## src/rtl/cic_decim_ctrl.sv

```systemverilog
// rtl/cic_decim_ctrl.sv - sample-phase counter and shared-comb sequencer for the multi-mic CIC decimator
module cic_decim_ctrl #(
  parameter int R   = 16,
  parameter int NCH = 4,
  parameter int CHW = 2
) (
  input  logic                 lr_clock,
  input  logic                 i_reset,
  input  logic                 i_en,
  output logic                 o_dec_stb,
  output logic [CHW-1:0]       o_comb_sel,
  output logic                 o_comb_en,
  output logic                 o_valid,
  output logic [CHW-1:0]       o_chan,
  input  logic                 i_ready,
  output logic [$clog2(R)-1:0] o_phase,
  output logic                 o_overrun,
  input  logic                 i_clr_ovr
);

  localparam int             PW      = $clog2(R);
  localparam logic [PW-1:0]  PH_LAST = PW'(R - 1);
  localparam logic [CHW-1:0] CH_LAST = CHW'(NCH - 1);

  typedef enum logic [1:0] {IDLE, COMB, OUT} state_t;

  state_t         state, state_nxt;
  logic [CHW-1:0] ch, ch_nxt;
  logic           ev, ev_acc;
  logic           dec_stb_nxt, comb_en_nxt, valid_nxt;
  logic [CHW-1:0] sel_nxt, chan_nxt;

  // A new event may also be taken on the very cycle the last channel is handed off.
  assign ev     = i_en & (o_phase == PH_LAST);
  assign ev_acc = ev & ((state == IDLE) |
                        ((state == OUT) & i_ready & (ch == CH_LAST)));

  always_ff @(posedge lr_clock or negedge i_reset) begin
    if (!i_reset) begin
      o_phase <= '0;
    end else if (i_en) begin
      o_phase <= (o_phase == PH_LAST) ? '0 : o_phase + 1'b1;
    end
  end

  always_comb begin
    state_nxt   = state;
    ch_nxt      = ch;
    dec_stb_nxt = 1'b0;
    comb_en_nxt = 1'b0;
    valid_nxt   = 1'b0;
    sel_nxt     = o_comb_sel;
    chan_nxt    = o_chan;
    case (state)
      IDLE: begin
        if (ev_acc) begin
          state_nxt = COMB;
          ch_nxt    = '0;
        end
      end
      COMB: state_nxt = OUT;
      OUT: begin
        if (i_ready) begin
          if (ch != CH_LAST) begin
            state_nxt = COMB;
            ch_nxt    = ch + 1'b1;
          end else if (ev_acc) begin
            state_nxt = COMB;
            ch_nxt    = '0;
          end else begin
            state_nxt = IDLE;
          end
        end
      end
      default: state_nxt = IDLE;
    endcase
    // Outputs are decoded from the next state so they can be registered.
    case (state_nxt)
      COMB: begin
        comb_en_nxt = 1'b1;
        sel_nxt     = ch_nxt;
        dec_stb_nxt = ev_acc;
      end
      OUT: begin
        valid_nxt = 1'b1;
        chan_nxt  = ch_nxt;
        sel_nxt   = ch_nxt;
      end
      default: ;
    endcase
  end

  always_ff @(posedge lr_clock or negedge i_reset) begin
    if (!i_reset) begin
      state      <= IDLE;
      ch         <= '0;
      o_dec_stb  <= 1'b0;
      o_comb_en  <= 1'b0;
      o_comb_sel <= '0;
      o_valid    <= 1'b0;
      o_chan     <= '0;
    end else begin
      state      <= state_nxt;
      ch         <= ch_nxt;
      o_dec_stb  <= dec_stb_nxt;
      o_comb_en  <= comb_en_nxt;
      o_comb_sel <= sel_nxt;
      o_valid    <= valid_nxt;
      o_chan     <= chan_nxt;
    end
  end

  // A dropped event outranks a same-cycle clear.
  always_ff @(posedge lr_clock or negedge i_reset) begin
    if (!i_reset) begin
      o_overrun <= 1'b0;
    end else if (ev & ~ev_acc) begin
      o_overrun <= 1'b1;
    end else if (i_clr_ovr) begin
      o_overrun <= 1'b0;
    end
  end

endmodule

```

## config.mk

```make
export PLATFORM = sky130hd
export DESIGN_NAME = cic_decim_ctrl
export DESIGN_NICKNAME = d
export VERILOG_FILES = /design/src/rtl/cic_decim_ctrl.sv
export SDC_FILE = /design/constraint.sdc
export NUM_CORES = 1
export LEC_CHECK = 0
export ABC_AREA = 1
export CAP_MARGIN = 30
export CORE_ASPECT_RATIO = 0.8
export CORE_MARGIN = 2
export CORE_UTILIZATION = 25
export DETAILED_ROUTE_END_ITERATION = 8
export DONT_BUFFER_PORTS = 1
export HOLD_SLACK_MARGIN = 0.02
export PLACE_DENSITY_LB_ADDON = 0.05
export SYNTH_ARGS = -nofsm -noshare
export SYNTH_HDL_FRONTEND = slang
export SYNTH_SLANG_ARGS = --single-unit
export TNS_END_PERCENT = 5
```

## constraint.sdc

```tcl
create_clock -name lr_clock -period 1.5 [get_ports lr_clock]
set_input_delay 0.3 -clock lr_clock [delete_from_list [all_inputs] [get_ports lr_clock]]
set_output_delay 0.3 -clock lr_clock [all_outputs]
set_load 0.005 [all_outputs]
```

==> impl_metrics.json, run 1 <==
{
  "rsz0062_at_grt": "true",
  "drive_above_1_share_pct": 44.1,
  "finalWorstSetupSlack_ns": 0.0254,
  "cap_violations": 0,
  "powerDensity_mw_per_mm2": 1840,
  "post-place-ws_ns": -0.0541,
  "worst_ep_arrival_time_ns": 1.61,
  "setup_violations": 0,
  "finalSetupTns_ns": 0,
  "cpPeakStageDelay_ns": 0.40,
  "final_util_pct": 41.3,
  "gp_congestion": 0.730,
  "syn_area_um2": 767,
  "yosysWarnings": 0,
  "period_needed_ns": 1.47,
  "first_iter_violations": 32,
  "ant_nets": 0,
  "synth_fp_nets": 94,
  "slew_viol_final": 0,
  "grt_pass1_wl_um": 2960,
  "rows": 17,
  "fp.dieW_um": 65.9,
  "post_drt_wl_per_cell_um": 12.6,
  "dp_hpwl_um": 1250,
  "finalClockSkew_ns": 0.00546,
  "antenna_found_initial": 0,
  "clkSinkCount": 16,
  "synth.distinct_cells": 20,
  "port_buffers": 0,
  "cts_inserted_buffers": 3,
  "grt_start_max_net_pins": 17,
  "cts_tree": "yes",
  "end_kind": "flip-flop",
  "io_pins": 17,
  "root_buffer": "clkbuf_8",
  "path_class": "flip-flop to flip-flop",
  "area_growth_pct": 52.2,
  "initial_core_util_pct": 27.1,
  "clk_pin_slew_worst_paths_ns": 0.07,
  "leakage_nw": 0.557,
  "overflow": 0,
  "slew_headroom_pct": 48.3,
  "die_height_um": 53.5,
  "remaining_drc_errors": 0,
  "cp-start-kind": "flip-flop",
  "synth_cells": 84,
  "final_cell_mix": "nand2_1 (20), buf_4 (20), dfrtp_1 (16)",
  "grt_pass1_vias": 629,
  "core_area_mm2": 0.00283,
  "syn_avg_cell_area_um2": 9.13,
  "path_cells": "ha_4 > nand3_4 > nor2_4 > o21ai_4 > ha_4 > inv_2 > nand2_1 > nand2_1",
  "wl_um": 1880,
  "fmax_ghz": 0.678,
  "die_area_mm2": 0.00353,
  "tightest_slew_ns": 0.773,
  "fin_crit_sh_pct": 98.3,
  "ir_worst_vdd_mv": 0.916,
  "max-clock-path-buffers": 2,
  "vias": 633,
  "via_per_inst": 4.25,
  "fill_cells": 279,
  "cp_max_fo": 3,
  "antenna-diode-count": 0,
  "hp-class": "input pin to flip-flop",
  "finalHoldViolCount": 0,
  "seq_area_frac_synth_pct": 52.2,
  "cts_max_level": 1,
  "total_power_mw": 2.15,
  "nets": 122,
  "clk_latency_ns": 0.25,
  "critical_path_required_ns": 1.64,
  "status": "completed",
  "grtUsageTotal_pct": 11.8,
  "dr.pass1.iters": 4,
  "cpMaxStageDelayCell": "dfrtp_1",
  "ys_seq_elements": 16
}
==> sequential cells by signal, indices dropped and copies added (netlist names) <==
| name | flops |
|---|---|
| ch | 2 |
| o_comb_sel | 2 |
| o_overrun | 1 |
| o_dec_stb | 1 |
| state | 2 |
| o_chan | 2 |
| o_valid | 1 |
| o_phase | 4 |
| o_comb_en | 1 |
==> path summary, 6_finish.rpt <==
path                                            from                         to  slack (ns)  cells after the start
setup / recovery              o_phase[1]$_DFFE_PN0P_  o_comb_sel[1]$_DFFE_PN0P_        0.03                      8
hold / removal                                  i_en     o_phase[0]$_DFFE_PN0P_        0.12                      1
setup reg to reg              o_phase[1]$_DFFE_PN0P_  o_comb_sel[1]$_DFFE_PN0P_        0.03                      8
hold reg to reg            o_comb_sel[1]$_DFFE_PN0P_  o_comb_sel[1]$_DFFE_PN0P_        0.52                      2
max in group asynchronous                    i_reset  o_comb_sel[0]$_DFFE_PN0P_        0.45                      1
min in group asynchronous                    i_reset         state[0]$_DFF_PN0_        0.57                      1
==> layer usage <==
layer,up-vias,GRT usage (%),wire length [um]
li1,322,-,-
met1,293,16.1,916
met2,16,16.5,826
met3,2,5.65,123
met4,0,3.13,9
met5,-,0,0
==> worst max-delay path: cells and delay by family, from the launching register on <==
| kind | cells | cell delay [ns] |
|---|---|---|
| AO/OA/AOI/OAI | 1 | 0.09 |
| AND/OR/NAND/NOR | 4 | 0.37 |
| buffers and inverters | 1 | 0.04 |
| adder cells (fa/ha/maj) | 2 | 0.46 |
| flip-flops | 1 | 0.40 |
==> synthesized netlist by cell type <==
cell type | count | area share [%]
nor2_1 | 2 | 0.98
inv_2 | 1 | 0.49
nor3_1 | 1 | 0.65
nand2_1 | 23 | 11
dfrtp_1 | 16 | 52
nand2_2 | 1 | 0.82
nand4_1 | 2 | 1.6
inv_1 | 13 | 6.4
ha_1 | 5 | 8.2
or2_2 | 1 | 0.82
nor2_4 | 1 | 1.5
o21ai_2 | 1 | 1.1
a21boi_0 | 1 | 0.98
nand3b_1 | 1 | 0.98
nand3_1 | 4 | 2.6
nand3_2 | 2 | 2.6
o32ai_1 | 1 | 1.1
xor2_1 | 1 | 1.1
o21ai_0 | 3 | 2.0
a21oi_1 | 4 | 2.6
==> report_power, final <==
part           switching [mW]  internal, mW  leakage (nW)
logic                   0.551         0.517         0.317
clock network           0.152         0.233        0.0288
registers               0.119         0.574         0.211
==> layout make-up <==
type	instances	area, um2	area share (%)
multi-input combinational	54	429	36.8
sequential	16	400	34.3
timing repair buffer	23	183	15.6
clock buffer	4	55.1	4.72
inverter	14	52.6	4.50
tap	38	47.5	4.07
==> through the flow <==
step	hold slack, ns	std cells	area [um2]
floorplan	0.00441	84	778
finish	0.125	149	1170
CTS	0.120	146	1040
global placement	0.00474	136	931
detailed placement	0.00476	136	931
global route	0.124	149	1170
==> kinds of logic (layout without fill, tap and decap cells) <==
| group | Yosys count | count (layout) | share of synthesized area, % |
|---|---|---|---|
| fa+ha+maj | 5 | 5 | 8.16 |
| xor+xnor | 1 | 1 | 1.14 |
| buf+inv | 14 | 41 | 6.85 |
| simple gates | 38 | 38 | 23.8 |
| compound gates | 10 | 10 | 7.83 |
| flops | 16 | 16 | 52.2 |
==> repair_timing <==
action                                 4_1_cts  5_1_grt
gates resized for setup                      3       20
hold buffers                                 1        0
pin swaps                                    5       10
endpoints found under the hold margin       16        0
setup buffers                                5        3
setup endpoints to repair                    3        8
Power figures use the tool's default switching activity.
==> run 2: changes to the inputs <==
Settings changed: RECOVER_POWER set to 50.
Clock period 1.5 ns to 1.4 ns, I/O delays scaled along.
==> impl_metrics.json, run 2 (synthesized netlist as in run 1, its figures left out) <==
{
  "finalWorstSetupSlack_ns": -0.0323,
  "cts_inserted_buffers": 3,
  "ir_worst_vdd_mv": 0.764,
  "fmax_ghz": 0.698,
  "post-place-ws_ns": -0.159,
  "slew_viol_final": 0,
  "finalNonFillerCells": 151,
  "cts_tree": "yes",
  "setup_violations": 6,
  "period_needed_ns": 1.43,
  "root_buffer": "clkbuf_8",
  "fin_crit_sh_pct": 102,
  "antenna-diode-count": 0,
  "critical_path_required_ns": 1.54,
  "grt_pass1_wl_um": 3020,
  "cts_max_level": 1,
  "initial_core_util_pct": 27.1,
  "antenna_found_initial": 0,
  "largest_register_ffs": 4,
  "remaining_drc_errors": 0,
  "status": "finished, violations left",
  "port_buffers": 0,
  "seqCellArea_um2": 400,
  "final_cell_mix": "buf_4 (21), nand2_1 (20), dfrtp_1 (16)",
  "via_per_inst": 4.21,
  "slew_headroom_pct": 52.2,
  "worst_ep_arrival_time_ns": 1.57,
  "multi_input_area_um2": 415,
  "rows": 17,
  "whs_ns": 0.103,
  "drive_above_1_share_pct": 42.5,
  "end_kind": "flip-flop",
  "ant_nets": 0,
  "gp_congestion": 0.727,
  "clkSinkCount": 16,
  "cp-start-kind": "flip-flop",
  "ff2ff_setup_slack_ns": -0.03,
  "final_common_cell": "buf_4",
  "finalClockSkew_ns": 0.00349,
  "io_pins": 17,
  "path_class": "flip-flop to flip-flop",
  "leakage_nw": 0.555,
  "finalSetupTns_ns": -0.101,
  "largest-register": "o_phase",
  "wl_um": 1790,
  "overflow": 0,
  "die_area_mm2": 0.00353,
  "core_area_mm2": 0.00283,
  "area_growth_pct": 50.4,
  "post_drt_wl_per_cell_um": 11.8,
  "nets": 124,
  "hp-class": "input pin to flip-flop",
  "die_height_um": 53.5,
  "grt_start_max_net_pins": 17,
  "clk_pin_slew_worst_paths_ns": 0.07,
  "vias": 635,
  "fp.dieW_um": 65.9,
  "placed_cells": 141,
  "cap_violations": 0,
  "dp_hpwl_um": 1240,
  "clk_latency_ns": 0.25,
  "grt_pass1_vias": 655,
  "dr.pass1.iters": 3,
  "final_util_pct": 40.8,
  "fill_cells": 288,
  "cp_max_fo": 3,
  "tightest_slew_ns": 0.715,
  "rsz0062_at_grt": "true",
  "max-clock-path-buffers": 2,
  "finalHoldViolCount": 0,
  "first_iter_violations": 34,
  "violations": "setup timing",
  "grtUsageTotal_pct": 12.0,
  "powerDensity_mw_per_mm2": 1980
}
==> run 2: where the power goes <==
group          leakage [nW]  internal [mW]  total (mW)  switching (mW)
Combinational         0.315          0.569        1.14           0.567
Clock                0.0288          0.250       0.415           0.165
Sequential            0.211          0.615       0.735           0.120
Total                 0.555           1.43        2.29           0.852
==> run 2: critical path, stage by stage (launching register included) <==
cell and delay, ns:
dfrtp_1 0.39, ha_4 0.16, buf_4 0.11, nand4_1 0.09
nand2_1 0.11, nand2_2 0.07, nand2_1 0.07, nand2_1 0.06
nand2_2 0.07, nand2_2 0.06, nand3_1 0.08, nand2_1 0.05
==> run 2: timing repair <==
item | CTS | global route
pin swaps | 10 | 2
hold buffers | 1 | 0
resized for setup | 15 | 4
buffers inserted | 5 | 0
endpoints found under the hold margin | 16 | 0
setup endpoints to repair | 8 | 10
==> run 2: layout make-up <==
class | count | area share, %
multi-input cells | 54 | 36.0
flip-flops and latches | 16 | 34.7
repair buffers | 25 | 15.8
clock buffers | 4 | 4.77
inverters | 14 | 4.56
well taps | 38 | 4.12
==> run 2: routing by layer <==
| metal | up-vias | global-route usage (%) | share of wire, % |
|---|---|---|---|
| li1 | 325 | - | - |
| met1 | 298 | 16.6 | 54 |
| met2 | 10 | 16.8 | 41 |
| met3 | 2 | 5.02 | 4.5 |
| met4 | 0 | 4.17 | 0.56 |
| met5 | - | 0 | 0 |
==> run 2: path summary, 6_finish.rpt <==
check                                       from                   endpoint  cells past startpoint
max in group asynchronous                i_reset      o_chan[1]$_DFFE_PN0N_                      1
max                              ch[1]$_DFF_PN0_  o_comb_sel[0]$_DFFE_PN0P_                     11
min in group asynchronous                i_reset     o_phase[1]$_DFFE_PN0P_                      1
max reg2reg                      ch[1]$_DFF_PN0_  o_comb_sel[0]$_DFFE_PN0P_                     11
min reg2reg                o_chan[1]$_DFFE_PN0N_      o_chan[1]$_DFFE_PN0N_                      2
min                                         i_en     o_phase[0]$_DFFE_PN0P_                      1
==> run 2: metrics by stage <==
step / cell area [um2] / power [mW]
2_1_floorplan: 778 / 1.19
3_3_place_gp: 968 / 1.62
3_5_place_dp: 968 / 1.61
4_1_cts: 1150 / 2.31
5_1_grt: 1150 / 2.50
6_report: 1150 / 2.29
==> run 3: changes to the inputs <==
Settings changed: CORE_ASPECT_RATIO 0.8 to unset, CORE_UTILIZATION 25 to 50.
==> impl_metrics.json, run 3 (synthesized netlist as in run 1, its figures left out) <==
{
  "status": "finished, violations left",
  "violations": "setup timing",
  "remaining_drc_errors": 0,
  "period_needed_ns": 1.47,
  "grt_start_max_net_pins": 17,
  "final_util_pct": 77.6,
  "fmax_ghz": 0.681,
  "grt_pass1_wl_um": 2790,
  "finalClockSkew_ns": 0.00495,
  "largest_register_ffs": 4,
  "core_area_mm2": 0.00147,
  "worst_ep_arrival_time_ns": 1.65,
  "port_buffers": 0,
  "fin_crit_sh_pct": 105,
  "leakage_nw": 0.561,
  "dp_hpwl_um": 1090,
  "reg2regPathDepth": 8,
  "area_growth_pct": 48.9,
  "die_area_mm2": 0.00186,
  "grt_pass1_vias": 674,
  "drive_above_1_share_pct": 47.3,
  "rows": 14,
  "cp-start-kind": "flip-flop",
  "placed_cell_area_um2": 941,
  "slew_headroom_pct": 52.1,
  "io_pins": 17,
  "antenna_found_initial": 0,
  "ff2ff_setup_slack_ns": -0.07,
  "multi_input_area_um2": 440,
  "dr.pass1.iters": 4,
  "cts_inserted_buffers": 3,
  "hold_path_end": "o_phase[0]$_DFFE_PN0P_",
  "post_drt_wl_per_cell_um": 13.6,
  "max-clock-path-buffers": 2,
  "final_common_cell": "buf_4",
  "clkSinkCount": 16,
  "cp_max_fo": 3,
  "r2r-start": "o_phase[0]$_DFFE_PN0P_",
  "fill_cells": 99,
  "final_cell_mix": "buf_4 (21), nand2_1 (18), dfrtp_1 (16)",
  "hold_depth": 1,
  "path_class": "flip-flop to flip-flop",
  "powerDensity_mw_per_mm2": 1980,
  "end_kind": "flip-flop",
  "largest-register": "o_phase",
  "antenna-diode-count": 0,
  "cts_max_level": 1,
  "grtUsageTotal_pct": 20.4,
  "cap_violations": 0,
  "hp-class": "input pin to flip-flop",
  "setup_violations": 6,
  "finalHoldViolCount": 0,
  "r2r-end": "o_comb_sel[1]$_DFFE_PN0P_",
  "first_iter_violations": 5,
  "clk_pin_slew_worst_paths_ns": 0.10,
  "finish.instance_area_mm2": 0.00114,
  "via_per_inst": 5.08,
  "vias": 650,
  "initial_core_util_pct": 52.1,
  "ir_worst_vdd_mv": 1.32,
  "tightest_slew_ns": 0.716,
  "die_height_um": 43.2,
  "slew_viol_final": 0,
  "wl_um": 1750,
  "cts_tree": "yes",
  "overflow": 0,
  "rsz0062_at_grt": "true",
  "gp_congestion": 0.753,
  "fp.dieW_um": 43.2,
  "clk_latency_ns": 0.28,
  "root_buffer": "clkbuf_4",
  "critical_path_required_ns": 1.58,
  "finalWorstSetupSlack_ns": -0.0687,
  "min_from": "i_en",
  "ant_nets": 0,
  "seqCellArea_um2": 400,
  "nets": 123
}
run 3: cell count changes in the layout (fill, tap and decap cells not counted), moves of 2 or more:
cell / change
clkbuf_8: -3
buf_6: +2
clkbuf_1: -2
clkbuf_4: +2
inv_2: -2
nand2_1: -2
nand3_1: -2
nand3_2: +2
run 3: metrics by stage:
step	std cells	power, mW	TNS, ns	hold WS [ns]	worst slack [ns]
final	128	2.26	-0.281	0.0707	-0.0687
after global routing	128	2.43	-0.869	0.0565	-0.141
after CTS	125	2.01	-0.174	0.0637	-0.0628
after detailed placement	119	1.62	-0.524	-0.0152	-0.129
after global placement	119	1.60	-0.428	-0.0153	-0.109
after floorplan	84	1.19	-0.290	-0.0156	-0.100
run 3: worst max-delay path: stages, from the launching register on:
cell	delay, ns
dfrtp_1	0.41
ha_4	0.16
nand3_4	0.08
nor2_4	0.17
o21ai_2	0.10
ha_4	0.28
inv_1	0.05
nand2_1	0.06
nand2_1	0.04
run 3: repair_timing:
item / CTS / global route
resized for setup: 10 / 17
endpoints found under the hold margin: 16 / 0
buffers inserted: 1 / 3
pin swaps: 4 / 9
hold buffers: 1 / 0
endpoints found under the setup margin: 8 / 9
run 3: where the power goes:
part | total [mW] | switching, mW | internal (mW)
Clock | 0.307 | 0.149 | 0.158
Sequential | 0.728 | 0.114 | 0.614
Combinational | 1.23 | 0.635 | 0.594
run 3: worst max-delay path by stage:
stage | from | end
after floorplan | o_phase[0]$_DFFE_PN0P_ | o_comb_sel[0]$_DFFE_PN0P_
after global placement | state[1]$_DFF_PN0_ | o_dec_stb$_DFF_PN0_
after detailed placement | state[1]$_DFF_PN0_ | o_dec_stb$_DFF_PN0_
after CTS | ch[0]$_DFF_PN0_ | o_comb_sel[0]$_DFFE_PN0P_
after global routing | state[1]$_DFF_PN0_ | o_dec_stb$_DFF_PN0_
final | o_phase[0]$_DFFE_PN0P_ | o_comb_sel[1]$_DFFE_PN0P_
run 3: metal layers:
metal / GRT usage, % / vias up / wire (um)
met5: 0 / - / 0
met4: 10.3 / 0 / 13
met3: 3.83 / 2 / 67
li1: - / 322 / -
met2: 32.2 / 16 / 909
met1: 26.3 / 310 / 757
run 3: cell type report:
class | count | share of cell area, %
multi-input cells | 54 | 38.6
flip-flops and latches | 16 | 35.0
repair buffers | 24 | 16.6
inverters | 14 | 4.82
clock buffers | 4 | 3.18
well taps | 16 | 1.75
